<file path="src/rtl/adc_seq_pkg.sv">
// Shared types and helpers for the ADC sequencer.
//   seq_state_e : sequencer FSM states
//   idx_w       : index width for n items, never less than 1
//   next_chan   : round-robin pick of the next set mask bit after ptr, wrapping
package adc_seq_pkg;

   localparam int MAXCH = 32;

   typedef enum logic [2:0] {
      ST_IDLE,
      ST_INIT,
      ST_SAMP,
      ST_COMP,
      ST_UPD,
      ST_CAPT,
      ST_OUT
   } seq_state_e;

   function automatic int idx_w(input int n);
      return (n <= 1) ? 1 : $clog2(n);
   endfunction

   // Returns ptr unchanged when mask is empty; callers never use the pick then.
   function automatic int next_chan(input logic [MAXCH-1:0] mask, input int ptr, input int n);
      int   c;
      logic found;
      next_chan = ptr;
      found     = 1'b0;
      for (int i = 1; i <= MAXCH; i++) begin
         c = ptr + i;
         if (c >= n) c = c - n;
         if (!found && i <= n) begin
            if (mask[c[4:0]]) begin
               next_chan = c;
               found     = 1'b1;
            end
         end
      end
   endfunction

endpackage

</file>
<file path="src/rtl/adc_seq_rr.sv">
// Round-robin channel picker.
//   clk, rst : clock, synchronous active-high reset
//   mask     : enabled channels
//   load     : commit the current pick as the new pointer
//   pick     : next enabled channel after the pointer (combinational)
// The pointer resets to Nch-1 so the first pick is the lowest set mask bit.
module adc_seq_rr
   import adc_seq_pkg::*;
#(
   parameter  int Nch = 4,
   localparam int CW  = idx_w(Nch)
) (
   input  logic          clk,
   input  logic          rst,
   input  logic [Nch-1:0] mask,
   input  logic          load,
   output logic [CW-1:0] pick
);

   logic [CW-1:0] ptr;

   assign pick = CW'(next_chan(MAXCH'(mask), int'(ptr), Nch));

   always_ff @(posedge clk) begin
      if (rst)       ptr <= CW'(Nch - 1);
      else if (load) ptr <= pick;
   end

endmodule

</file>
<file path="src/rtl/adc_seqctrl.sv">
// SAR ADC sequencer and result collector.
//   clk, rst            : clock, synchronous active-high reset
//   start, cont         : single-shot request, continuous mode
//   ch_mask             : enabled slices, served round-robin
//   samp_cycles         : sampling length (0 treated as 1), latched at INIT
//   comp_out            : comparator decision per slice
//   seq_init/samp/comp/update : phase strobes
//   ch_en               : one-hot active slice, INIT through CAPT
//   busy                : conversion in progress
//   res_data/chan/valid, res_ready : result handoff, first decision in MSB
//
// state | meaning
// IDLE  | waiting for start or cont with a non-empty mask
// INIT  | 1 cycle, channel picked, seq_init
// SAMP  | max(samp_cycles,1) cycles, seq_samp
// COMP  | 1 cycle, seq_comp (decision k)
// UPD   | 1 cycle, seq_update, decision k captured
// CAPT  | last decision captured, no strobes
// OUT   | res_valid held until res_ready
module adc_seqctrl
   import adc_seq_pkg::*;
#(
   parameter  int Madc  = 17,
   parameter  int Nch   = 4,
   parameter  int SAMPW = 8,
   localparam int CW    = idx_w(Nch)
) (
   input  logic             clk,
   input  logic             rst,
   input  logic             start,
   input  logic             cont,
   input  logic [Nch-1:0]   ch_mask,
   input  logic [SAMPW-1:0] samp_cycles,
   input  logic [Nch-1:0]   comp_out,
   output logic             seq_init,
   output logic             seq_samp,
   output logic             seq_comp,
   output logic             seq_update,
   output logic [Nch-1:0]   ch_en,
   output logic             busy,
   output logic [Madc-1:0]  res_data,
   output logic [CW-1:0]    res_chan,
   output logic             res_valid,
   input  logic             res_ready
);

   localparam int KW = idx_w(Madc);

   seq_state_e       state, state_nxt;
   logic [SAMPW-1:0] samp_lat, samp_cnt;
   logic [KW-1:0]    bit_cnt;
   logic [Madc-1:0]  sr;
   logic [CW-1:0]    ch_idx, pick;
   logic             pick_load;
   logic             cur_bit;

   assign cur_bit   = comp_out[ch_idx];
   assign pick_load = (state_nxt == ST_INIT);

   adc_seq_rr #(.Nch(Nch)) u_rr (
      .clk  (clk),
      .rst  (rst),
      .mask (ch_mask),
      .load (pick_load),
      .pick (pick)
   );

   always_comb begin
      state_nxt = state;
      unique case (state)
         ST_IDLE: if ((start || cont) && (|ch_mask)) state_nxt = ST_INIT;
         ST_INIT: state_nxt = ST_SAMP;
         ST_SAMP: if (samp_cnt == '0) state_nxt = ST_COMP;
         ST_COMP: state_nxt = (bit_cnt == KW'(Madc - 1)) ? ST_CAPT : ST_UPD;
         ST_UPD:  state_nxt = ST_COMP;
         ST_CAPT: state_nxt = ST_OUT;
         ST_OUT:  if (res_ready) state_nxt = (cont && (|ch_mask)) ? ST_INIT : ST_IDLE;
         default: state_nxt = ST_IDLE;
      endcase
   end

   // Outputs are decoded from the next state so they line up with the state register.
   always_ff @(posedge clk) begin
      if (rst) begin
         state      <= ST_IDLE;
         seq_init   <= 1'b0;
         seq_samp   <= 1'b0;
         seq_comp   <= 1'b0;
         seq_update <= 1'b0;
         busy       <= 1'b0;
         res_valid  <= 1'b0;
         ch_en      <= '0;
         ch_idx     <= '0;
         samp_lat   <= '0;
         samp_cnt   <= '0;
         bit_cnt    <= '0;
         sr         <= '0;
         res_data   <= '0;
         res_chan   <= '0;
      end else begin
         state      <= state_nxt;
         seq_init   <= (state_nxt == ST_INIT);
         seq_samp   <= (state_nxt == ST_SAMP);
         seq_comp   <= (state_nxt == ST_COMP);
         seq_update <= (state_nxt == ST_UPD);
         busy       <= (state_nxt != ST_IDLE);
         res_valid  <= (state_nxt == ST_OUT);

         if (state_nxt == ST_INIT) begin
            ch_idx   <= pick;
            ch_en    <= Nch'(1) << pick;
            samp_lat <= (samp_cycles == '0) ? SAMPW'(1) : samp_cycles;
            bit_cnt  <= '0;
            sr       <= '0;
         end else if (state_nxt == ST_OUT || state_nxt == ST_IDLE) begin
            ch_en <= '0;
         end

         if (state == ST_INIT)
            samp_cnt <= samp_lat - 1'b1;
         else if (state == ST_SAMP && samp_cnt != '0)
            samp_cnt <= samp_cnt - 1'b1;

         if (state == ST_UPD) begin
            sr      <= {sr[Madc-2:0], cur_bit};
            bit_cnt <= bit_cnt + 1'b1;
         end

         // Last decision goes straight into the output word; sr is free for the next conversion.
         if (state == ST_CAPT) begin
            res_data <= {sr[Madc-2:0], cur_bit};
            res_chan <= ch_idx;
         end
      end
   end

endmodule

</file>
<file path="config.mk">
export PLATFORM = sky130hd
export DESIGN_NAME = adc_seqctrl
export DESIGN_NICKNAME = d
export VERILOG_FILES = /design/src/rtl/adc_seq_pkg.sv /design/src/rtl/adc_seq_rr.sv /design/src/rtl/adc_seqctrl.sv
export SDC_FILE = /design/constraint.sdc
export NUM_CORES = 1
export LEC_CHECK = 0
export BUFFER_PORTS_ARGS = -buffer_cell sky130_fd_sc_hd__buf_2
export CORE_AREA = 2 2 83 85
export CTS_BUF_LIST = sky130_fd_sc_hd__clkbuf_8
export DETAILED_ROUTE_END_ITERATION = 16
export DIE_AREA = 0 0 85 87
export PLACE_DENSITY = 0.76
export SLEW_MARGIN = 20
export SYNTH_ARGS = -nofsm -noshare
export SYNTH_HDL_FRONTEND = slang
export SYNTH_SLANG_ARGS = --single-unit
</file>
<file path="constraint.sdc">
create_clock -name clk -period 2.1 [get_ports clk]
set_input_delay 0.105 -clock clk [delete_from_list [all_inputs] [get_ports clk]]
set_output_delay 0.105 -clock clk [all_outputs]
set_load 0.01 [all_outputs]
</file>
==> flow_summary.toml <==
[clock_network]
cts_tree = "yes"
clkSlewWorstSetupHoldPaths_ns = 0.08
cts_max_path_buffers = 2
cts_sinks = 73
cts_buffers = 9
root_buffer = "clkbuf_8"
worstSkewPairLatency_ns = 0.36
h-tree-depth = 3

[sta]
finalSetupViolCount = 2
period_share_pct = 100.4
tightest_slew_ns = 0.6930
drv_slew = 0
clock.fmax_mhz = 474.2
hold_ws_ns = 0.07520
finClkSkew_ns = 0.01071
grt_setup_unrepaired = "true"
finalCriticalPeriod_ns = 2.109
setup_slack_ns = -0.008644
finalHoldViolations = 0
max_slew_margin_pct = 53.80

[routing]
avgRoutedWirePerCell_um = 14.92
drtIter0Drc = 206
drtAntennaViolNets = 0
drt-vias-per-instance = 5.742
drcViolationCount = 0
via_count = 3118
routed_wl_um = 8104
dr.pass1.iters = 4

[logic_synthesis]
synthesis.area_um2 = 3352
async_reset_ff_share_pct = 0
yosysUniqueCellTypes = 57
syn_nets = 427
synth_cells = 398
synth-warning-count = 0
synth_common_cells = "73 x dfxtp_1, 72 x nand2_1, 44 x a21oi_1"
avgSynthCellArea_um2 = 8.422
synth_enable_flop_cells = 0
synth_top_area_cell = "dfxtp_1"
ys_seq_area_share_pct = 43.60
synth.most_common_cell = "dfxtp_1"
synth_top_area_share_pct = 43.60
ys.flop_type = "dfxtp_1"
ys_ff_latch = 73
synthTopCellsByArea = "dfxtp_1 44%, nand2_1 8.1%, a21oi_1 6.6%"

[grt]
grt.overflow.total = 0
grt_max_degree = 55
grt_pass1_wl_um = 13280
grt_pass1_vias = 2904
antenna_found_initial = 0
track_usage_pct = 22.22

[placement]
dp_hpwl_um = 5405
port_buffers = 49
dp_slack_ns = 0.06542
gp_congestion = 0.8787

[layout]
drive_above_1_share_pct = 23.97
diodes = 0
finish.utilization_pct = 62.15
area_growth_pct = 21.80
nets = 487

[worst_setup_path]
worstSetupEndpointType = "flop"
cp_max_fo = 8
rrSetupSlack_ns = -0.009
cp.arrival_ns = 2.36
start_kind = "flop"
criticalPathCategory = "flop to flop"
crit_required_ns = 2.35

[die]
start_util_pct = 51.03
die_w_um = 85
core_area_um2 = 6569
rows = 30
die_y_um = 87
dieArea_um2 = 7395
pin_count = 50

[run]
drv_cap = 0

[power]
ir_drop_mv = 0.6347
internal_power_mw = 3.228
p_sw_share_pct = 39.74
seq_power_share_pct = 33.3
clkPwrFrac_pct = 21.9
p_switching_mw = 2.128
powerDensity_nw_per_um2 = 1312
pwr-share-comb_pct = 44.8
leakage_nw = 1.630

[min_path]
hold_path_class = "input port to flop"

[outcome]
status = "complete, but fails checks"
failed_checks = "negative setup slack"
[worst max-delay path, stage by stage, from the launching register on]
cell	delay (ns)
dfxtp_4	0.38
inv_6	0.04
ha_4	0.33
mux2i_2	0.29
nor3_4	0.09
nor4b_1	0.34
mux2i_1	0.17
o21a_1	0.15
a22o_1	0.20
[placed cells by master (no fill, tap or decap), drive strengths merged, types with 5 or more instances in the layout]
cell type / instances
nor3: 18
inv: 15
nand2: 72
nor2: 30
ha: 8
clkbuf: 9
mux2i: 8
dlygate4sd3: 7
dfxtp: 73
nor3b: 9
a21oi: 45
a22oi: 19
a211oi: 5
buf: 67
o21ai: 11
[path summary, 6_finish.rpt]
check | from | depth (start not counted) | end
max | u_rr.ptr[0]$_SDFFE_PP1N_ | 8 | ch_en[3]$_SDFFE_PP0P_
min | samp_cycles[0] | 3 | samp_lat[0]$_SDFFE_PP0N_
max reg2reg | u_rr.ptr[0]$_SDFFE_PP1N_ | 8 | ch_en[3]$_SDFFE_PP0P_
min reg2reg | res_data[6]$_SDFFE_PP0P_ | 2 | res_data[6]$_SDFFE_PP0P_
[area by class of cell]
cell class,count,area [um2]
Sequential cell,73,1466
Inverter,10,42.54
Clock inverter,7,83.83
Multi-Input combinational cell,290,1815
Timing Repair Buffer,74,450.4
Tap cell,80,100.1
Fill cell,571,2486
Clock buffer,9,123.9
[sequential cells by signal (all words and copies together) (netlist names), 2 cells and up]
| name | cells |
|---|---|
| bit_cnt | 5 |
| ch_en | 4 |
| ch_idx | 2 |
| res_chan | 2 |
| res_data | 17 |
| samp_cnt | 8 |
| samp_lat | 8 |
| sr | 16 |
| state | 3 |
| u_rr.ptr | 2 |
[logic make-up after synthesis]
family                   after synthesis  share of synthesized area (%)
AND/OR/NAND/NOR                      158                          22.62
AO/OA/AOI/OAI                        110                          21.91
flip-flops                            73                          43.60
buffers and inverters                 35                          4.442
multiplexers                          10                          3.397
adder cells (fa/ha/maj)                8                          2.986
XOR/XNOR                               4                          1.045
[through the flow]
step	instances	instance area (um2)	total power [mW]	TNS, ns
after floorplan	398	3408	3.467	-0.02020
after global placement	518	3747	3.927	0
after detailed placement	518	3747	4.012	0
after CTS	541	4025	5.198	0
after global routing	543	4083	5.702	-0.3434
final	543	4083	5.356	-0.01343
[what timing repair did]
| action | 4_1_cts | 5_1_grt |
|---|---|---|
| resized for setup | 0 | 12 |
| endpoints found under the hold margin | 7 | 0 |
| hold buffers | 7 | 0 |
| setup buffers | 0 | 2 |
| endpoints found under the setup margin | 0 | 7 |
[layer usage]
layer  routed length (um)  vias to the layer above  part of all wire (%)  global-route usage, %
li1                     -                     1532                     -                      -
met1                 3609                     1511                    45                  27.57
met2                 4111                       69                    51                  37.78
met3                  345                        6                   4.3                  5.877
met4                   38                        0                  0.47                  7.071
met5                    0                        -                     0                      0
[power groups by stage]
stage / Sequential, mW / Combinational, mW / Clock (mW)
CTS: 1.78 / 2.24 / 1.19
detailed placement: 1.81 / 2.21 / 0
global route: 1.82 / 2.65 / 1.24
global placement: 1.80 / 2.13 / 0
finish: 1.79 / 2.40 / 1.17
floorplan: 1.79 / 1.67 / 0
No activity file was read; power rests on OpenSTA's default activity.
